## src/rtl/mem_sched_pkg.sv

```systemverilog
// Shared constants and the shadow-pipeline entry used by the memory request scheduler.
package mem_sched_pkg;

  localparam int LAT    = 100;
  localparam int ADDR_W = 15;
  localparam int DATA_W = 16;
  localparam int TAG_W  = 4;

  typedef struct packed {
    logic              valid;
    logic              port;
    logic [TAG_W-1:0]  tag;
    logic [ADDR_W-1:0] addr;
  } shadow_t;

  function automatic logic addr_hit(input shadow_t e, input logic [ADDR_W-1:0] a);
    return e.valid && (e.addr == a);
  endfunction

endpackage

```

## src/rtl/inflight_pipe.sv

```systemverilog
// Shadow shift register that follows every issued read through the memory latency.
// Register stage i holds the load granted i+1 cycles ago; the tail responds LAT cycles after grant.
module inflight_pipe
  import mem_sched_pkg::shadow_t;
  import mem_sched_pkg::ADDR_W;
  import mem_sched_pkg::addr_hit;
#(
  parameter int LAT = mem_sched_pkg::LAT
) (
  input  logic                           clk,
  input  logic                           clr_i,
  input  shadow_t                        entry_i,
  input  logic [ADDR_W-1:0]              probe_addr_i,
  output logic                           tail_valid_o,
  output logic                           tail_port_o,
  output logic [mem_sched_pkg::TAG_W-1:0] tail_tag_o,
  output logic                           any_valid_o,
  output logic                           hazard_o
);

  shadow_t pipe_q [LAT];
  shadow_t pipe_d [LAT];

  always_comb begin
    pipe_d[0] = entry_i;
    for (int i = 1; i < LAT; i++) pipe_d[i] = pipe_q[i-1];
  end

  always_ff @(posedge clk) begin
    for (int i = 0; i < LAT; i++) begin
      pipe_q[i] <= clr_i ? '0 : pipe_d[i];
    end
  end

  assign tail_valid_o = pipe_q[LAT-1].valid;
  assign tail_port_o  = pipe_q[LAT-1].port;
  assign tail_tag_o   = pipe_q[LAT-1].tag;

  // The entry being granted this cycle counts as in flight; the tail is already responding.
  always_comb begin
    any_valid_o = entry_i.valid;
    for (int i = 0; i < LAT-1; i++) any_valid_o = any_valid_o | pipe_q[i].valid;
  end

  // A same-cycle grant is ordered after the store, and the last two ages have sampled memory.
  always_comb begin
    hazard_o = 1'b0;
    for (int i = 0; i < LAT-2; i++) hazard_o = hazard_o | addr_hit(pipe_q[i], probe_addr_i);
  end

endmodule

```

## src/rtl/mem_req_scheduler.sv

```systemverilog
// Two load ports and one store port in front of a fully pipelined LAT-cycle memory.
// Round-robin load arbitration, per-port credits, and load-before-store ordering.
module mem_req_scheduler
  import mem_sched_pkg::shadow_t;
  import mem_sched_pkg::ADDR_W;
  import mem_sched_pkg::DATA_W;
#(
  parameter int LAT     = mem_sched_pkg::LAT,
  parameter int TAG_W   = mem_sched_pkg::TAG_W,
  parameter int MAX_OUT = 16
) (
  input  logic              clk,
  input  logic              reset,
  input  logic              ld0_valid,
  output logic              ld0_ready,
  input  logic [ADDR_W-1:0] ld0_addr,
  input  logic [TAG_W-1:0]  ld0_tag,
  input  logic              ld1_valid,
  output logic              ld1_ready,
  input  logic [ADDR_W-1:0] ld1_addr,
  input  logic [TAG_W-1:0]  ld1_tag,
  input  logic              st_valid,
  output logic              st_ready,
  input  logic [ADDR_W-1:0] st_addr,
  input  logic [DATA_W-1:0] st_data,
  output logic              rsp0_valid,
  output logic              rsp1_valid,
  output logic [TAG_W-1:0]  rsp_tag,
  output logic [DATA_W-1:0] rsp_data,
  output logic [ADDR_W-1:0] mem_raddr,
  input  logic [DATA_W-1:0] mem_rdata,
  output logic              mem_wen,
  output logic [ADDR_W-1:0] mem_waddr,
  output logic [DATA_W-1:0] mem_wdata,
  output logic              busy
);

  localparam int               CNT_W   = $clog2(MAX_OUT + 1);
  localparam logic [CNT_W-1:0] CNT_MAX = CNT_W'(MAX_OUT);
  localparam logic [CNT_W-1:0] CNT_ONE = CNT_W'(1);

  logic              rr_q, rr_d;
  logic [CNT_W-1:0]  cnt0_q, cnt0_d, cnt1_q, cnt1_d;
  logic [ADDR_W-1:0] raddr_q, raddr_d;
  logic              elig0, elig1, gnt0, gnt1;
  shadow_t           new_entry;
  logic              tail_valid, tail_port, hazard, pipe_busy;
  logic [TAG_W-1:0]  tail_tag;

  // Handshake: a request transfers in any cycle where valid && ready; ready may depend
  // combinationally on valid, and responses carry no backpressure.
  assign rsp0_valid = !reset && tail_valid && !tail_port;
  assign rsp1_valid = !reset && tail_valid && tail_port;
  assign rsp_tag    = tail_tag;
  assign rsp_data   = mem_rdata;

  // A response returning this cycle frees its credit for a same-cycle grant.
  assign elig0 = !reset && ld0_valid && ((cnt0_q < CNT_MAX) || rsp0_valid);
  assign elig1 = !reset && ld1_valid && ((cnt1_q < CNT_MAX) || rsp1_valid);

  // rr_q names the port that wins the next contested cycle.
  always_comb begin
    gnt0 = elig0;
    gnt1 = elig1;
    rr_d = rr_q;
    if (elig0 && elig1) begin
      gnt0 = !rr_q;
      gnt1 = rr_q;
      rr_d = !rr_q;
    end
  end

  assign ld0_ready = gnt0;
  assign ld1_ready = gnt1;

  always_comb begin
    new_entry = '0;
    raddr_d   = raddr_q;
    if (gnt0) begin
      new_entry = '{valid: 1'b1, port: 1'b0, tag: ld0_tag, addr: ld0_addr};
      raddr_d   = ld0_addr;
    end else if (gnt1) begin
      new_entry = '{valid: 1'b1, port: 1'b1, tag: ld1_tag, addr: ld1_addr};
      raddr_d   = ld1_addr;
    end
  end

  assign mem_raddr = raddr_d;

  always_comb begin
    cnt0_d = cnt0_q;
    if (gnt0 && !rsp0_valid)      cnt0_d = cnt0_q + CNT_ONE;
    else if (!gnt0 && rsp0_valid) cnt0_d = cnt0_q - CNT_ONE;
  end

  always_comb begin
    cnt1_d = cnt1_q;
    if (gnt1 && !rsp1_valid)      cnt1_d = cnt1_q + CNT_ONE;
    else if (!gnt1 && rsp1_valid) cnt1_d = cnt1_q - CNT_ONE;
  end

  // The memory registers the write at the end of the cycle, ahead of any same-cycle read.
  assign st_ready  = !reset && st_valid && !hazard;
  assign mem_wen   = st_valid && st_ready;
  assign mem_waddr = st_addr;
  assign mem_wdata = st_data;
  assign busy      = pipe_busy;

  always_ff @(posedge clk) begin
    if (reset) begin
      rr_q    <= 1'b0;
      cnt0_q  <= '0;
      cnt1_q  <= '0;
      raddr_q <= '0;
    end else begin
      rr_q    <= rr_d;
      cnt0_q  <= cnt0_d;
      cnt1_q  <= cnt1_d;
      raddr_q <= raddr_d;
    end
  end

  inflight_pipe #(.LAT(LAT)) u_pipe (
    .clk          (clk),
    .clr_i        (reset),
    .entry_i      (new_entry),
    .probe_addr_i (st_addr),
    .tail_valid_o (tail_valid),
    .tail_port_o  (tail_port),
    .tail_tag_o   (tail_tag),
    .any_valid_o  (pipe_busy),
    .hazard_o     (hazard)
  );

endmodule
```

## config.mk

```make
export PLATFORM = sky130hd
export DESIGN_NAME = mem_req_scheduler
export DESIGN_NICKNAME = d
export VERILOG_FILES = /design/src/rtl/mem_sched_pkg.sv /design/src/rtl/inflight_pipe.sv /design/src/rtl/mem_req_scheduler.sv
export SDC_FILE = /design/constraint.sdc
export NUM_CORES = 2
export LEC_CHECK = 0
export ABC_CLOCK_PERIOD_IN_PS = 3700
export CAP_MARGIN = 25
export CORE_MARGIN = 5
export CORE_UTILIZATION = 63
export DETAILED_ROUTE_END_ITERATION = 10
export DONT_BUFFER_PORTS = 1
export GPL_TIMING_DRIVEN = 0
export PLACE_DENSITY = 0.79
export SETUP_SLACK_MARGIN = 0.05
export SYNTH_ARGS = -nofsm -noshare
export SYNTH_HDL_FRONTEND = slang
export SYNTH_SLANG_ARGS = --single-unit
```

## constraint.sdc

```tcl
create_clock -name clk -period 3.7 [get_ports clk]
set_input_delay 0.74 -clock clk [delete_from_list [all_inputs] [get_ports clk]]
set_output_delay 0.74 -clock clk [all_outputs]
set_load 0.03 [all_outputs]
```

==> impl_metrics.csv <==
group,metric,value,unit
status,status,"finished, violations left",
status,violations,"setup timing",
sta,finalCritPeriodShare,104,%
placed_design,detailed_place.area,0.0771,sq mm
sta,drv_slew,0,
worst_setup_path,required,2.96,ns
layout,layout-drive-gt1-share,11.9,%
drt,vias,51200,
layout,syn2layout_area_growth,17.4,%
clocking,tritoncts,"yes",
die,core,0.118,sq mm
sta,finalSetupViolCount,3,
grt,grt_pass1_vias,49500,
clocking,root_buffer,"clkbuf_16",
layout,nFillCells,7869,
sta,fmax,259,MHz
sta,worst_slew_pin_slew,1.14,ns
flow_run,max_cap_violations,0,
die,ios,163,
power_and_ir_drop,cellLeakagePower,31.3,nW
min_path,hold_path_class,"in2reg",
grt,grt_max_degree,17,
synthesis,synth_edf_count,0,
layout,multi_input_area,0.0308,sq mm
synthesis,seq_area_frac_synth,56.0,%
placed_design,hpwl,175,mm
synthesis,mappedNetlistArea,0.0749,sq mm
die,dieArea,0.126,sq mm
die,fp.dieW,355,um
worst_setup_path,cp-end-kind,"output port",
synthesis,yosys_register_bits,2096,
layout,fin_cells,8858,
sta,fin_worst_skew,0.0258,ns
placed_design,pre_cts_ws,-1.02,ns
synthesis,async_flop_share,0,%
clocking,clk_pin_slew,0.06,ns
drt,drc,0,
clocking,h-tree-depth,4,
grt,antenna_found_initial,11,
die,die_y,355,um
grt,grt-ovfl-total,0,
worst_setup_path,cp_max_fo,8,
die,rows,126,
placed_design,io_buffer_count,0,
drt,wirelength,270,mm
drt,wl_per_cell,30.5,um
grt,grt_usage,41.7,%
sta,fin_crit,3.86,ns
drt,ant_nets,0,
layout,nets,7247,
sta,rsz0062_at_grt,"yes",
synthesis,yosysWarnings,0,
layout,ff_latch_area,0.0420,sq mm
synthesis,syn_inst,6761,
clocking,clk_latency,0.84,ns
sta,setup_ws,-0.160,ns
worst_setup_path,worstPathArrival,3.12,ns
placed_design,place.gp.congestion,1.03,
drt,drt-vias-per-instance,5.78,
clocking,numCtsBuffers,198,
layout,design_area,0.0880,sq mm
synthesis,syn_area_per_cell,11.1,sq um
drt,drt_iter0_drc,6549,
power_and_ir_drop,p_per_area,552,mW/mm^2
clocking,clkSinkCount,2096,
worst_setup_path,criticalPathCategory,"in2out",
synthesis,synthFlopType,"dfxtp_1",
sta,finalHoldViolations,0,
synthesis,synth_nets,6861,
die,start_util,63.4,%
grt,grt_pass1_wl,368,mm
synthesis,ys_types,38,
clocking,clk_path_buf_depth,3,
drt,first_pass_iters,5,
sta,slew_headroom,23.8,%
power_and_ir_drop,ir_drop,0.000570,V
placed_design,dp_cells,8327,
worst_setup_path,startpoint_type,"primary input",
[per-stage QoR]
step / hold WS [ns] / utilization [%] / setup TNS [ns] / power [mW]
2_1_floorplan: 0.414 / - / 0 / 25.0
5_1_grt: 0.0183 / 74.5 / -0.149 / 49.5
6_report: 0.0302 / 74.5 / -0.428 / 48.5
4_1_cts: 0.000172 / 74.2 / -0.00554 / 48.2
3_3_place_gp: 0.419 / 65.1 / -61.18 / 26.1
3_5_place_dp: 0.420 / 65.3 / -2.10 / 26.2
[worst paths after layout]
check / startpoint / to / slack [ns] / depth (start not counted)
setup / recovery: st_addr[3] / st_ready / -0.16 / 10
hold / removal: ld1_tag[2] / u_pipe.pipe_q[0][17]$_SDFF_PP0_ / 0.03 / 1
setup reg to reg: u_pipe.pipe_q[1][755]$_SDFF_PP0_ / cnt0_q[4]$_SDFFE_PP0P_ / 0.49 / 13
hold reg to reg: u_pipe.pipe_q[1][269]$_SDFF_PP0_ / u_pipe.pipe_q[1][290]$_SDFF_PP0_ / 0.42 / 1
[final cells by class]
| class | instances | area share (%) |
|---|---|---|
| timing repair buffer | 186 | 2.13 |
| tap | 1536 | 2.18 |
| antenna | 3 | 0.00853 |
| buffer | 450 | 4.60 |
| sequential | 2096 | 47.7 |
| inverter | 20 | 0.0853 |
| clock buffer | 294 | 6.86 |
| clock inverter | 78 | 1.37 |
| multi-input combinational | 4195 | 35.0 |
[timing repair]
item	in CTS	in global routing
buffers inserted	131	20
gates cloned	2	1
hold buffers	3	0
pin swaps	24	16
endpoints found under the hold margin	3	0
gates resized for setup	359	50
endpoints found under the setup margin	8	8
[logic make-up (layout without fill, tap and decap cells)]
| kind of cell | Yosys count | after routing | synth area share [%] |
|---|---|---|---|
| compound gates | 54 | 54 | 0.555 |
| xor+xnor | 1479 | 1479 | 17.3 |
| fa+ha+maj | 10 | 10 | 0.187 |
| buf+inv | 470 | 1028 | 3.87 |
| flops | 2096 | 2096 | 56.0 |
| mux | 2 | 2 | 0.0267 |
| other cells | 0 | 3 | 0 |
| simple gates | 2650 | 2650 | 22.1 |
[sequential cells by signal, indices dropped and copies added (netlist names)]
register / cells
u_pipe.pipe_q: 2070
rr_q: 1
raddr_q: 15
cnt0_q: 5
cnt1_q: 5
[critical path: stages]
cell     delay (ns)
buf_6          0.17
buf_12         0.21
buf_4          0.23
xnor2_1        0.13
nand4_1        0.17
nor4_4         0.72
nor4_2         0.18
nand4_1        0.20
nor3_2         0.09
and3_4         0.25
[per-layer routing]
metal,share of wire [%],GRT usage (%),vias up
met5,0.043,0,-
li1,-,-,22200
met2,40,58.5,3373
met1,38,54.3,24600
met4,8.3,28.1,16
met3,13,14.5,1023
[Yosys cell counts, types with 15 or more instances]
| cell | instances | area (sq um) |
|---|---|---|
| dfxtp_1 | 2096 | 42000 |
| nor2_1 | 30 | 113 |
| nand4_1 | 402 | 2510 |
| xnor2_1 | 1474 | 12900 |
| nor2b_1 | 2049 | 12800 |
| a22o_1 | 19 | 166 |
| clkbuf_1 | 228 | 856 |
| buf_6 | 64 | 721 |
| inv_1 | 20 | 75.1 |
| buf_4 | 140 | 1050 |
| nor4_1 | 147 | 920 |
| a21oi_2 | 15 | 131 |
[placed cells by master, fill, tap and decap left out, drive strengths merged, types with 2 or more instances in the layout]
master       count
a21o             4
nor2b         2049
dlygate4sd3      3
clkinvlp         6
nand3b           2
and3             2
bufbuf           2
nand3            3
nor4           147
xor2             5
nor2            31
nand2            4
o21ai            2
ha               8
nand4          402
xnor2         1474
buf            402
nor3             4
dfxtp         2096
mux2i            2
inv             26
a22o            19
a21oi           26
bufinv          29
or3              2
diode            3
o21a             2
clkinv          37
fa               2
clkbuf         523
[where the power goes]
group | switching (mW) | internal [mW]
registers | 0.0602 | 22.6
logic | 2.38 | 1.22
clock network | 8.93 | 13.3
No activity file was read; power rests on OpenSTA's default activity.
